[config.mk]
export PLATFORM = sky130hd
export DESIGN_NAME = clock_period_monitor
export DESIGN_NICKNAME = d
export VERILOG_FILES = /design/src/rtl/clock_period_monitor.sv
export SDC_FILE = /design/constraint.sdc
export NUM_CORES = 1
export LEC_CHECK = 0
export ABC_AREA = 1
export CAP_MARGIN = 20
export CORE_AREA = 2 2 94 60
export DETAILED_ROUTE_END_ITERATION = 16
export DIE_AREA = 0 0 96 62
export PLACE_DENSITY = 0.67
export SYNTH_ARGS = -nofsm -noshare
export SYNTH_HDL_FRONTEND = slang
export SYNTH_SLANG_ARGS = --single-unit
[constraint.sdc]
create_clock -name clk -period 1.46 [get_ports clk]
set_input_delay 0.219 -clock clk [delete_from_list [all_inputs] [get_ports clk]]
set_output_delay 0.219 -clock clk [all_outputs]
set_load 0.02 [all_outputs]
[src/rtl/clock_period_monitor.sv]
// Measures period and high time (in clk cycles) of a clk-synchronous waveform, with lock and timeout flags.
// Optional macro CLKMON_SYNC_EN inserts a 2-flop input synchronizer, which delays all responses by 2 cycles.
module clock_period_monitor #(
  parameter int CNT_W    = 8,
  parameter int LOCK_CNT = 4
) (
  input  logic             clk,
  input  logic             reset,
  input  logic             sig_in,
  output logic [CNT_W-1:0] period,
  output logic [CNT_W-1:0] high_time,
  output logic             meas_valid,
  output logic             locked,
  output logic             timeout
);

  localparam logic [CNT_W-1:0] CNT_MAX  = '1;
  localparam logic [3:0]       LOCK_TGT = 4'(LOCK_CNT);

  typedef enum logic {IDLE, MEAS} state_e;

  state_e           state_q, state_d;
  logic             sig_s, sig_d_q, rise;
  logic [CNT_W-1:0] per_cnt_q, per_cnt_d, hi_cnt_q, hi_cnt_d;
  logic [CNT_W-1:0] period_q, period_d, high_q, high_d;
  logic             valid_q, valid_d, locked_q, locked_d, timeout_q, timeout_d;
  logic [3:0]       match_q, match_d;

`ifdef CLKMON_SYNC_EN
  logic [1:0] sync_q;
  always_ff @(posedge clk) begin
    if (reset) sync_q <= '0;
    else       sync_q <= {sync_q[0], sig_in};
  end
  assign sig_s = sync_q[1];
`else
  assign sig_s = sig_in;
`endif

  // sig_d resets to 0, so a high input right after reset counts as a rise.
  assign rise = sig_s & ~sig_d_q;

  always_comb begin
    state_d   = state_q;
    per_cnt_d = per_cnt_q;
    hi_cnt_d  = hi_cnt_q;
    period_d  = period_q;
    high_d    = high_q;
    valid_d   = 1'b0;
    locked_d  = locked_q;
    timeout_d = timeout_q;
    match_d   = match_q;
    if (state_q == IDLE) begin
      if (rise) begin
        per_cnt_d = {{(CNT_W-1){1'b0}}, 1'b1};
        hi_cnt_d  = {{(CNT_W-1){1'b0}}, 1'b1};
        state_d   = MEAS;
      end
    end else if (rise) begin
      period_d  = per_cnt_q;
      high_d    = hi_cnt_q;
      valid_d   = 1'b1;
      timeout_d = 1'b0;
      per_cnt_d = {{(CNT_W-1){1'b0}}, 1'b1};
      hi_cnt_d  = {{(CNT_W-1){1'b0}}, 1'b1};
      // match_q==0 marks the first measurement since reset or timeout.
      if (match_q == 4'd0 || per_cnt_q != period_q || hi_cnt_q != high_q) match_d = 4'd1;
      else if (match_q < LOCK_TGT)                                       match_d = match_q + 4'd1;
      locked_d = (match_d == LOCK_TGT);
    end else if (per_cnt_q == CNT_MAX) begin
      state_d   = IDLE;
      timeout_d = 1'b1;
      locked_d  = 1'b0;
      match_d   = 4'd0;
    end else begin
      per_cnt_d = per_cnt_q + {{(CNT_W-1){1'b0}}, 1'b1};
      hi_cnt_d  = hi_cnt_q + {{(CNT_W-1){1'b0}}, sig_s};
    end
  end

  always_ff @(posedge clk) begin
    if (reset) begin
      state_q   <= IDLE;
      sig_d_q   <= 1'b0;
      per_cnt_q <= '0;
      hi_cnt_q  <= '0;
      period_q  <= '0;
      high_q    <= '0;
      valid_q   <= 1'b0;
      locked_q  <= 1'b0;
      timeout_q <= 1'b0;
      match_q   <= 4'd0;
    end else begin
      state_q   <= state_d;
      sig_d_q   <= sig_s;
      per_cnt_q <= per_cnt_d;
      hi_cnt_q  <= hi_cnt_d;
      period_q  <= period_d;
      high_q    <= high_d;
      valid_q   <= valid_d;
      locked_q  <= locked_d;
      timeout_q <= timeout_d;
      match_q   <= match_d;
    end
  end

  assign period     = period_q;
  assign high_time  = high_q;
  assign meas_valid = valid_q;
  assign locked     = locked_q;
  assign timeout    = timeout_q;

endmodule

==> results of run 1 <==
layout make-up:
class                           instances  area (sq um)  share of cell area, %
Clock buffer                            8         80.08                  2.711
Inverter                               45         186.4                  6.311
Multi-Input combinational cell        187          1157                  39.18
Sequential cell                        41         828.3                  28.04
Tap cell                               69         86.33                  2.922
Timing Repair Buffer                   74         615.6                  20.84
stage by stage:
stage | setup TNS (ns) | std cells | hold WS, ns | power (uW) | worst slack, ns
after CTS | -0.06499 | 421 | 0.4223 | 2152 | -0.02697
after detailed placement | -6.151 | 411 | 0.4402 | 1419 | -0.4152
after global placement | -5.529 | 411 | 0.4398 | 1416 | -0.3526
after global routing | -2.473 | 424 | 0.4686 | 2269 | -0.1648
after floorplan | 0 | 277 | 0.3010 | 1296 | 0.009366
final | -0.8529 | 424 | 0.4467 | 2176 | -0.09315
power breakdown:
group          switching, uW  internal (uW)
registers               14.5           1130
logic                    166            136
clock network            386            340
total                    567           1610
flip-flops by register name (all words and copies together) (netlist names):
| name | cells |
|---|---|
| per_cnt_q | 8 |
| high_time | 8 |
| sig_d_q | 1 |
| meas_valid | 1 |
| locked | 1 |
| match_q | 4 |
| state_q | 1 |
| period | 8 |
| timeout | 1 |
| hi_cnt_q | 8 |
layout by cell type (no fill, tap or decap), types with 2 or more instances in the layout:
cell,synthesis,final
a21oi_1,15,10
a21oi_2,0,5
buf_4,1,49
buf_6,1,3
clkbuf_1,0,3
clkbuf_8,0,5
clkdlybuf4s50_1,0,2
dfxtp_1,41,37
dfxtp_2,0,3
dlygate4sd2_1,0,17
dlymetal6s2s_1,0,2
ha_1,5,2
ha_4,0,2
inv_1,39,38
inv_2,3,3
inv_4,1,2
nand2_1,72,65
nand2_2,3,6
nand2_4,1,4
nand3_1,15,13
nand4_1,5,5
nor2_1,25,20
nor2_2,1,3
nor2_4,3,6
nor3_2,1,3
o21ai_0,10,6
o21ai_2,0,3
o22ai_1,13,13
xnor2_1,3,3
xor2_1,3,3
synth_stat cells, types with 2 or more instances:
cell      count
nor2_1       25
buf_2         2
xnor2_1       3
nand2_2       3
nor3_1        4
o22ai_1      13
nor2_4        3
xor2_1        3
ha_1          5
a211oi_1      2
inv_1        39
o21ai_0      10
nand2_1      72
a21oi_1      15
nand3_1      15
dfxtp_1      41
inv_2         3
nand4_1       5
logic make-up (layout without fill, tap and decap cells):
logic type,count (synthesis),in the layout,share of synthesized area [%]
adder cells (fa/ha/maj),5,5,3.161
flip-flops,41,41,41.47
AO/OA/AOI/OAI,42,42,11.95
AND/OR/NAND/NOR,134,134,30.41
XOR/XNOR,6,6,2.655
buffers and inverters,49,127,10.37
critical path, cell delays in order, from the launching register on:
cell and delay [ns]:
dfxtp_2 0.35, ha_4 0.16, nand4_4 0.09, nor3_4 0.21
buf_4 0.16, nand3_4 0.07, nand2_2 0.10, inv_2 0.07
nor2_4 0.10, nand2_1 0.05, a21oi_1 0.11
layer usage:
layer / track usage [%] / share of wire [%] / routed length, microns / vias to the layer above
li1: - / - / - / 1053
met1: 28.10 / 49 / 2688 / 915
met2: 28.08 / 44 / 2414 / 45
met3: 4.343 / 5.5 / 299 / 7
met4: 4.286 / 0.63 / 34 / 0
met5: 0 / 0 / 0 / -
timing repair:
action | 4_1_cts | 5_1_grt
setup endpoints to repair | 37 | 23
pin swaps | 10 | 18
hold buffers | 0 | 0
buffers inserted | 2 | 3
resized for setup | 33 | 41
cloned | 0 | 0
final timing paths:
path,from,end,slack [ns]
setup / recovery,per_cnt_q[0]$_SDFFE_PP0P_,locked$_SDFFE_PP0P_,-0.09
hold / removal,timeout$_SDFFE_PP0P_,timeout$_SDFFE_PP0P_,0.45
setup reg to reg,per_cnt_q[0]$_SDFFE_PP0P_,locked$_SDFFE_PP0P_,-0.09
hold reg to reg,timeout$_SDFFE_PP0P_,timeout$_SDFFE_PP0P_,0.45
==> results.yml, run 1 <==
placement:
  place_area_sq_um: 2651
  port_buffers: 21
  place.gp.congestion: 0.8612
  dp_hpwl_microns: 3904
global_route:
  grt_pass1_wl_microns: 8390
  antenna_found_initial: 0
  grt_pass1_vias: 1764
  grtUsageTotal_pct: 18.96
  grt_max_degree: 15
  overflow: 0
hold_path:
  hold_path_depth: 2
  holdCritPathClass: "flip-flop to flip-flop"
timing:
  fin_crit_ns: 1.553
  fin_skew_ns: 0.005760
  report.final.slew_viol_count: 0
  timing.final.ws_setup_ns: -0.09315
  slew_headroom_pct: 75.96
  period_share_pct: 106.4
  timing.fmax_mhz: 643.9
  rsz0062_at_grt: "yes"
  tightest_slew_ns: 0.3593
  finalHoldViolCount: 0
  setup_violations: 17
routing:
  drc: 0
  initialDrtViolationCount: 78
  wl_per_cell_microns: 12.82
  routed_wl_microns: 5436
  vias: 2020
  first_pass_iters: 4
  via_per_inst: 4.764
  ant_nets: 0
floorplanning:
  boundaryPins: 22
  die_width_microns: 96
  dieArea_sq_um: 5952
  core_region_area_sq_um: 5229
  rows: 21
  die_y_microns: 62
  start_util_pct: 37.86
synthesis:
  avgSynthCellArea_sq_um: 7.146
  synth_edf_count: 0
  yosys_register_bits: 41
  synth_area_leaders: "dfxtp_1 41%, nand2_1 14%, inv_1 7.4%, nor2_1 4.7%, o22ai_1 4.1%"
  synth_cell_types: 32
  synth_nets: 285
  ys_seq_area_share_pct: 41.47
  synth_ff_type: "dfxtp_1"
  postSynthCellCount: 277
  yosysWarningCount: 0
  yosysTopAreaCell: "dfxtp_1"
  synth_top_area_share_pct: 41.47
  synthArstFlopShare_pct: 0
  synth_area_sq_um: 1979
status:
  violations: "setup timing"
  status: "finished with violations"
layout:
  n_antenna_cell: 0
  finalNetCount: 362
  area_growth_pct: 49.24
  final_layout_size_suffix_gt1_share_pct: 31.27
  final_area_sq_um: 2954
  final_core_util_pct: 56.50
  fillers: 488
setup_path:
  crit_type: "flip-flop to flip-flop"
  r2r_cells: 10
  critPathArrivalTime_ns: 1.78
  start_kind: "flip-flop"
  end_kind: "flip-flop"
  required_ns: 1.68
  worstPathMaxFanout: 4
cts:
  worst_skew_pair.late_latency_ns: 0.29
  clock-sinks: 41
  clockBufferDepth: 2
  cts_buffers: 5
  cts_tree: "done"
  htree_levels: 2
  cts-root-buf: "clkbuf_8"
  path_clk_slew_ns: 0.08
power_and_ir_drop:
  cellPowerDensity_nw_per_um2: 736.8
  ir_worst_vdd_uv: 748.3
  leakage_uw: 0.001352
flow_run:
  maxCapViolCount: 0
(Power assumes the default switching activity.)
==> inputs of run 2 (changes only) <==
--- a/config.mk
+++ b/config.mk
@@ -7,10 +7,11 @@
 export LEC_CHECK = 0
 export ABC_AREA = 1
 export CAP_MARGIN = 20
-export CORE_AREA = 2 2 94 60
+export CORE_AREA = 2 2 86 88
 export DETAILED_ROUTE_END_ITERATION = 16
-export DIE_AREA = 0 0 96 62
-export PLACE_DENSITY = 0.67
+export DIE_AREA = 0 0 88 90
+export PLACE_DENSITY = 0.54
 export SYNTH_ARGS = -nofsm -noshare
 export SYNTH_HDL_FRONTEND = slang
 export SYNTH_SLANG_ARGS = --single-unit
+export TNS_END_PERCENT = 1
==> run 2 against run 1 <==
The flow still finishes with violations (setup timing). Combinational power down 10%. Non-clock buffer count grew 5. Routed wire length down 6.3%. Clock skew grew 0.00080 ns. Critical path type is now input port to flip-flop. Largest cell class unchanged. Highest routed layer unchanged.
==> results.yml, run 2 (synthesis results as in run 1) <==
status:
  status: "finished with violations"
  violations: "setup timing"
global_route:
  grt_pass1_wl_microns: 8445
  antenna_found_initial: 0
  grt_util_met3_pct: 2.755
  grt_pass1_vias: 1883
  grtUsageTotal_pct: 13.35
  grt_max_degree: 15
  top_usage_layer: "met2"
  met2_usage_pct: 23.04
  use_met1_pct: 16.64
  overflow: 0
timing:
  slew_headroom_pct: 76.51
  rsz0062_at_grt: "yes"
  fin_crit_ns: 1.524
  setup_violations: 14
  setup_tns_ns: -0.3970
  period_share_pct: 104.4
  timing.fmax_mhz: 656.0
  report.final.slew_viol_count: 0
  timing.final.ws_setup_ns: -0.06429
  fin_skew_ns: 0.006560
  tightest_slew_ns: 0.3511
  finalHoldViolCount: 0
  worst_hold_slack_ns: 0.4594
layout:
  final_common_cell: "nand2_1"
  fillers: 720
  final_cell_mix: "69 x nand2_1, 57 x buf_4, 38 x inv_1"
  area_growth_pct: 49.37
  finalNetCount: 367
  n_antenna_cell: 0
  final_layout_size_suffix_gt1_share_pct: 30.00
  final_area_sq_um: 2957
  final_core_util_pct: 42.11
cts:
  clockBufferDepth: 2
  cts_buffers: 5
  worst_skew_pair.late_latency_ns: 0.29
  cts-root-buf: "clkbuf_8"
  htree_levels: 2
  cts_tree: "done"
  postCtsHoldBufs: 0
  clock-sinks: 41
  path_clk_slew_ns: 0.08
floorplanning:
  boundaryPins: 22
  die_width_microns: 88
  dieArea_sq_um: 7920
  start_util_pct: 28.19
  core_region_area_sq_um: 7020
  die_y_microns: 90
  rows: 31
routing:
  vias: 1999
  wl_per_cell_microns: 11.09
  ant_nets: 0
  first_pass_iters: 4
  initialDrtViolationCount: 78
  via_per_inst: 4.355
  routed_wl_microns: 5091
  drc: 0
setup_path:
  r2r_cells: 9
  required_ns: 1.65
  start_kind: "input port"
  end_kind: "flip-flop"
  critPathArrivalTime_ns: 1.72
  crit_type: "input port to flip-flop"
  worstPathMaxFanout: 2
power_and_ir_drop:
  cellPowerDensity_nw_per_um2: 803.6
  p_comb_share_pct: 11.4
  p_seq_share_pct: 48.2
  ir_worst_vdd_uv: 281.9
  total_power_uw: 2376
  p_switching_uw: 567.2
  clkPwrFrac_pct: 40.4
  intPower_uw: 1809
  swShare_pct: 23.87
  leakage_uw: 0.001337
placement:
  place.gp.congestion: 0.8257
  dp_hpwl_microns: 3948
  port_buffers: 21
  place_area_sq_um: 2744
flow_run:
  maxCapViolCount: 0
hold_path:
  hold_path_depth: 2
  holdCritPathClass: "flip-flop to flip-flop"
## run 2: cell count changes in the layout (fill, tap and decap cells not counted), sizes merged
cell,delta
bufinv,+1
buf,+7
clkbuf,-1
dlygate4sd2,-1
dlymetal6s2s,-1
## run 2: area by class of cell
class,count,area [sq um],area share (%)
clock inverter,1,30.03,1.016
clock buffer,7,86.33,2.920
inverter,45,183.9,6.221
timing repair buffer,79,634.4,21.46
multi-input combinational,187,1065,36.01
sequential,41,833.3,28.18
tap,99,123.9,4.190
## run 2: through the flow
stage,worst slack (ns),std cells
floorplan,0.009366,277
global placement,-0.3575,450
detailed placement,-0.4149,450
CTS,-0.05644,458
global route,-0.1382,459
finish,-0.06429,459
## run 2: layer usage
layer / up-vias / share of wire, %
met5: - / 0
met4: 0 / 0.77
met3: 4 / 2.3
met2: 20 / 51
met1: 924 / 46
li1: 1051 / -
## run 2: final timing paths
check	start	endpoint	slack, ns
max	sig_in	hi_cnt_q[6]$_SDFFE_PP0P_	-0.06
min	match_q[3]$_SDFFE_PP0P_	match_q[3]$_SDFFE_PP0P_	0.46
min reg2reg	match_q[3]$_SDFFE_PP0P_	match_q[3]$_SDFFE_PP0P_	0.46
max reg2reg	per_cnt_q[0]$_SDFFE_PP0P_	hi_cnt_q[0]$_SDFFE_PP0P_	-0.06
## run 2: power groups by stage
stage	Combinational (uW)	Sequential [uW]	Clock (uW)
after detailed placement	245	1170	0
after global placement	245	1170	0
final	271	1150	959
after global routing	297	1150	1040
after CTS	249	1140	996
after floorplan	121	1180	0
## run 2: what timing repair did
action,4_1_cts,5_1_grt
buffers inserted,0,1
resized for setup,28,26
pin swaps,3,9
endpoints found under the setup margin,37,36
gates cloned,0,0
## run 2: worst max-delay path: stages
cell and delay [ns]:
clkdlybuf4s50_1 0.49, ha_1 0.18, ha_1 0.17, inv_1 0.06, nor3_2 0.13, nand2_1 0.07, o21ai_1 0.16, a21boi_1 0.18
nor2_1 0.05
==> inputs of run 3 (changes only) <==
--- a/config.mk
+++ b/config.mk
@@ -11,6 +11,7 @@
 export DETAILED_ROUTE_END_ITERATION = 16
 export DIE_AREA = 0 0 88 90
 export PLACE_DENSITY = 0.54
+export REMOVE_ABC_BUFFERS = 1
 export SYNTH_ARGS = -nofsm -noshare
 export SYNTH_HDL_FRONTEND = slang
 export SYNTH_SLANG_ARGS = --single-unit
==> constraint.sdc (replaced) <==
create_clock -name clk -period 1.46 [get_ports clk]
set_input_delay 0.219 -clock clk [delete_from_list [all_inputs] [get_ports clk]]
set_output_delay 0.219 -clock clk [all_outputs]
set_load 0.01 [all_outputs]
==> run 3 against run 2 <==
The run still ends with setup timing left. Sequential power about the same. Global-route usage up 0.60 points. Flip-flop and latch count unchanged. Non-clock buffer count down 7. Worst hold slack worse by 0.14 ns. First-iteration DRC count up 45%. Clock-buffer cell count unchanged. Critical path depth up 1. Final cell count down 1.7%. Sequential share of layout area up 0.59 points. Largest cell class unchanged. Highest routed layer unchanged.
==> results.yml, run 3 (synthesis results as in run 1) <==
placement:
  place_ws_ns: -0.5777
  place_area_sq_um: 2650
  place.gp.congestion: 0.8304
  dp_hpwl_microns: 3684
  port_buffers: 21
global_route:
  antenna_found_initial: 0
  grt_max_degree: 15
  grt_pass1_wl_microns: 8866
  grt_pass1_vias: 1961
  overflow: 0
  grtUsageTotal_pct: 13.95
hold_path:
  holdCritPathClass: "input port to flip-flop"
layout:
  fillers: 753
  final_layout_size_suffix_gt1_share_pct: 25.85
  final_core_util_pct: 40.94
  area_growth_pct: 45.20
  final_common_cell: "nand2_1"
  n_antenna_cell: 0
  finalNetCount: 360
  final_cell_mix: "70 x nand2_1, 49 x buf_4, 39 x inv_1"
  final_area_sq_um: 2874
timing:
  period_share_pct: 105.4
  rsz0062_at_grt: "yes"
  worst_hold_slack_ns: 0.3234
  fin_skew_ns: 0.006640
  report.final.slew_viol_count: 0
  tightest_slew_ns: 0.3017
  fin_crit_ns: 1.539
  finalHoldViolCount: 0
  timing.fmax_mhz: 649.8
  setup_violations: 15
  timing.final.ws_setup_ns: -0.07889
  slew_headroom_pct: 79.86
cts:
  worst_skew_pair.late_latency_ns: 0.29
  htree_levels: 2
  clockBufferDepth: 2
  cts_buffers: 5
  cts-root-buf: "clkbuf_8"
  cts_tree: "done"
  clock-sinks: 41
  path_clk_slew_ns: 0.08
flow_run:
  maxCapViolCount: 0
setup_path:
  required_ns: 1.65
  r2r_slack_ns: -0.08
  worstPathMaxFanout: 4
  crit_start: "per_cnt_q[1]$_SDFFE_PP0P_"
  critPathArrivalTime_ns: 1.73
  crit_type: "flip-flop to flip-flop"
  end_kind: "flip-flop"
  r2r_cells: 10
  endpoint: "per_cnt_q[7]$_SDFFE_PP0P_"
  start_kind: "flip-flop"
  reg2reg_to: "per_cnt_q[7]$_SDFFE_PP0P_"
  r2r_start: "per_cnt_q[1]$_SDFFE_PP0P_"
power_and_ir_drop:
  total_power_uw: 2179
  leakage_uw: 0.001276
  cellPowerDensity_nw_per_um2: 758.3
  ir_worst_vdd_uv: 402.8
floorplanning:
  die_width_microns: 88
  start_util_pct: 28.19
  dieArea_sq_um: 7920
  die_y_microns: 90
  core_region_area_sq_um: 7020
  rows: 31
  boundaryPins: 22
routing:
  routed_wl_microns: 4986
  initialDrtViolationCount: 113
  first_pass_iters: 5
  drc: 0
  via_per_inst: 4.315
  wl_per_cell_microns: 11.06
  vias: 1946
  ant_nets: 0
status:
  status: "finished with violations"
  violations: "setup timing"
run 3: changes by cell type in the layout (fill, tap and decap cells not counted), sizes merged:
cell | previous run | this run
clkdlybuf4s50 | 2 | 14
bufinv | 1 | 0
buf | 60 | 51
dlygate4sd2 | 16 | 2
dlymetal6s2s | 1 | 5
run 3: how the worst min path moves through the flow:
stage                              start                  endpoint  slack (ns)  depth (start not counted)
floorplan                          reset  hi_cnt_q[1]$_SDFFE_PP0P_        0.29                          1
global placement    timeout$_SDFFE_PP0P_      timeout$_SDFFE_PP0P_        0.44                          2
detailed placement  timeout$_SDFFE_PP0P_      timeout$_SDFFE_PP0P_        0.44                          2
CTS                 timeout$_SDFFE_PP0P_      timeout$_SDFFE_PP0P_        0.46                          2
global route                      sig_in        sig_d_q$_SDFF_PP0_        0.33                          4
finish                            sig_in        sig_d_q$_SDFF_PP0_        0.32                          4
run 3: what timing repair did:
item / in CTS / in global routing
setup buffers: 3 / 1
resized for setup: 14 / 22
hold buffers: 0 / 0
hold endpoints to repair: 0 / 0
pin swaps: 6 / 6
endpoints found under the setup margin: 25 / 28
run 3: routing by layer:
| layer | GRT usage [%] | vias up | wire length [microns] |
|---|---|---|---|
| met5 | 0 | - | 0 |
| met4 | 5.000 | 0 | 74 |
| met3 | 2.571 | 6 | 114 |
| met2 | 22.54 | 26 | 2333 |
| met1 | 18.36 | 878 | 2464 |
| li1 | - | 1036 | - |
run 3: metrics by stage:
step | std cells | setup TNS (ns)
3_5_place_dp | 440 | -7.509
3_3_place_gp | 440 | -6.724
2_1_floorplan | 273 | -0.2739
6_report | 451 | -0.4312
5_1_grt | 451 | -3.103
4_1_cts | 450 | -1.767
run 3: power breakdown:
part	total, uW	internal (uW)	switching, uW
registers	1150	1130	12.7
clock network	765	376	389
logic	268	124	144
run 3: layout make-up:
cell class              count  area, sq um  area share [%]
clock buffers               7        86.33           3.004
inverters                  45        176.4           6.138
multi-input cells         187         1041           36.22
flip-flops and latches     41        827.0           28.78
well taps                  99        123.9           4.310
repair buffers             72        619.3           21.55
run 3: worst max-delay path: stages, from the launching register on:
cell and delay [ns]:
dfxtp_2 0.36, ha_4 0.15, nand4_4 0.12, nor3_4 0.19, nand2_2 0.11, nand2_4 0.12
inv_1 0.12, nand2_2 0.09, o21ai_0 0.07, nand2_1 0.06, nor2_1 0.03
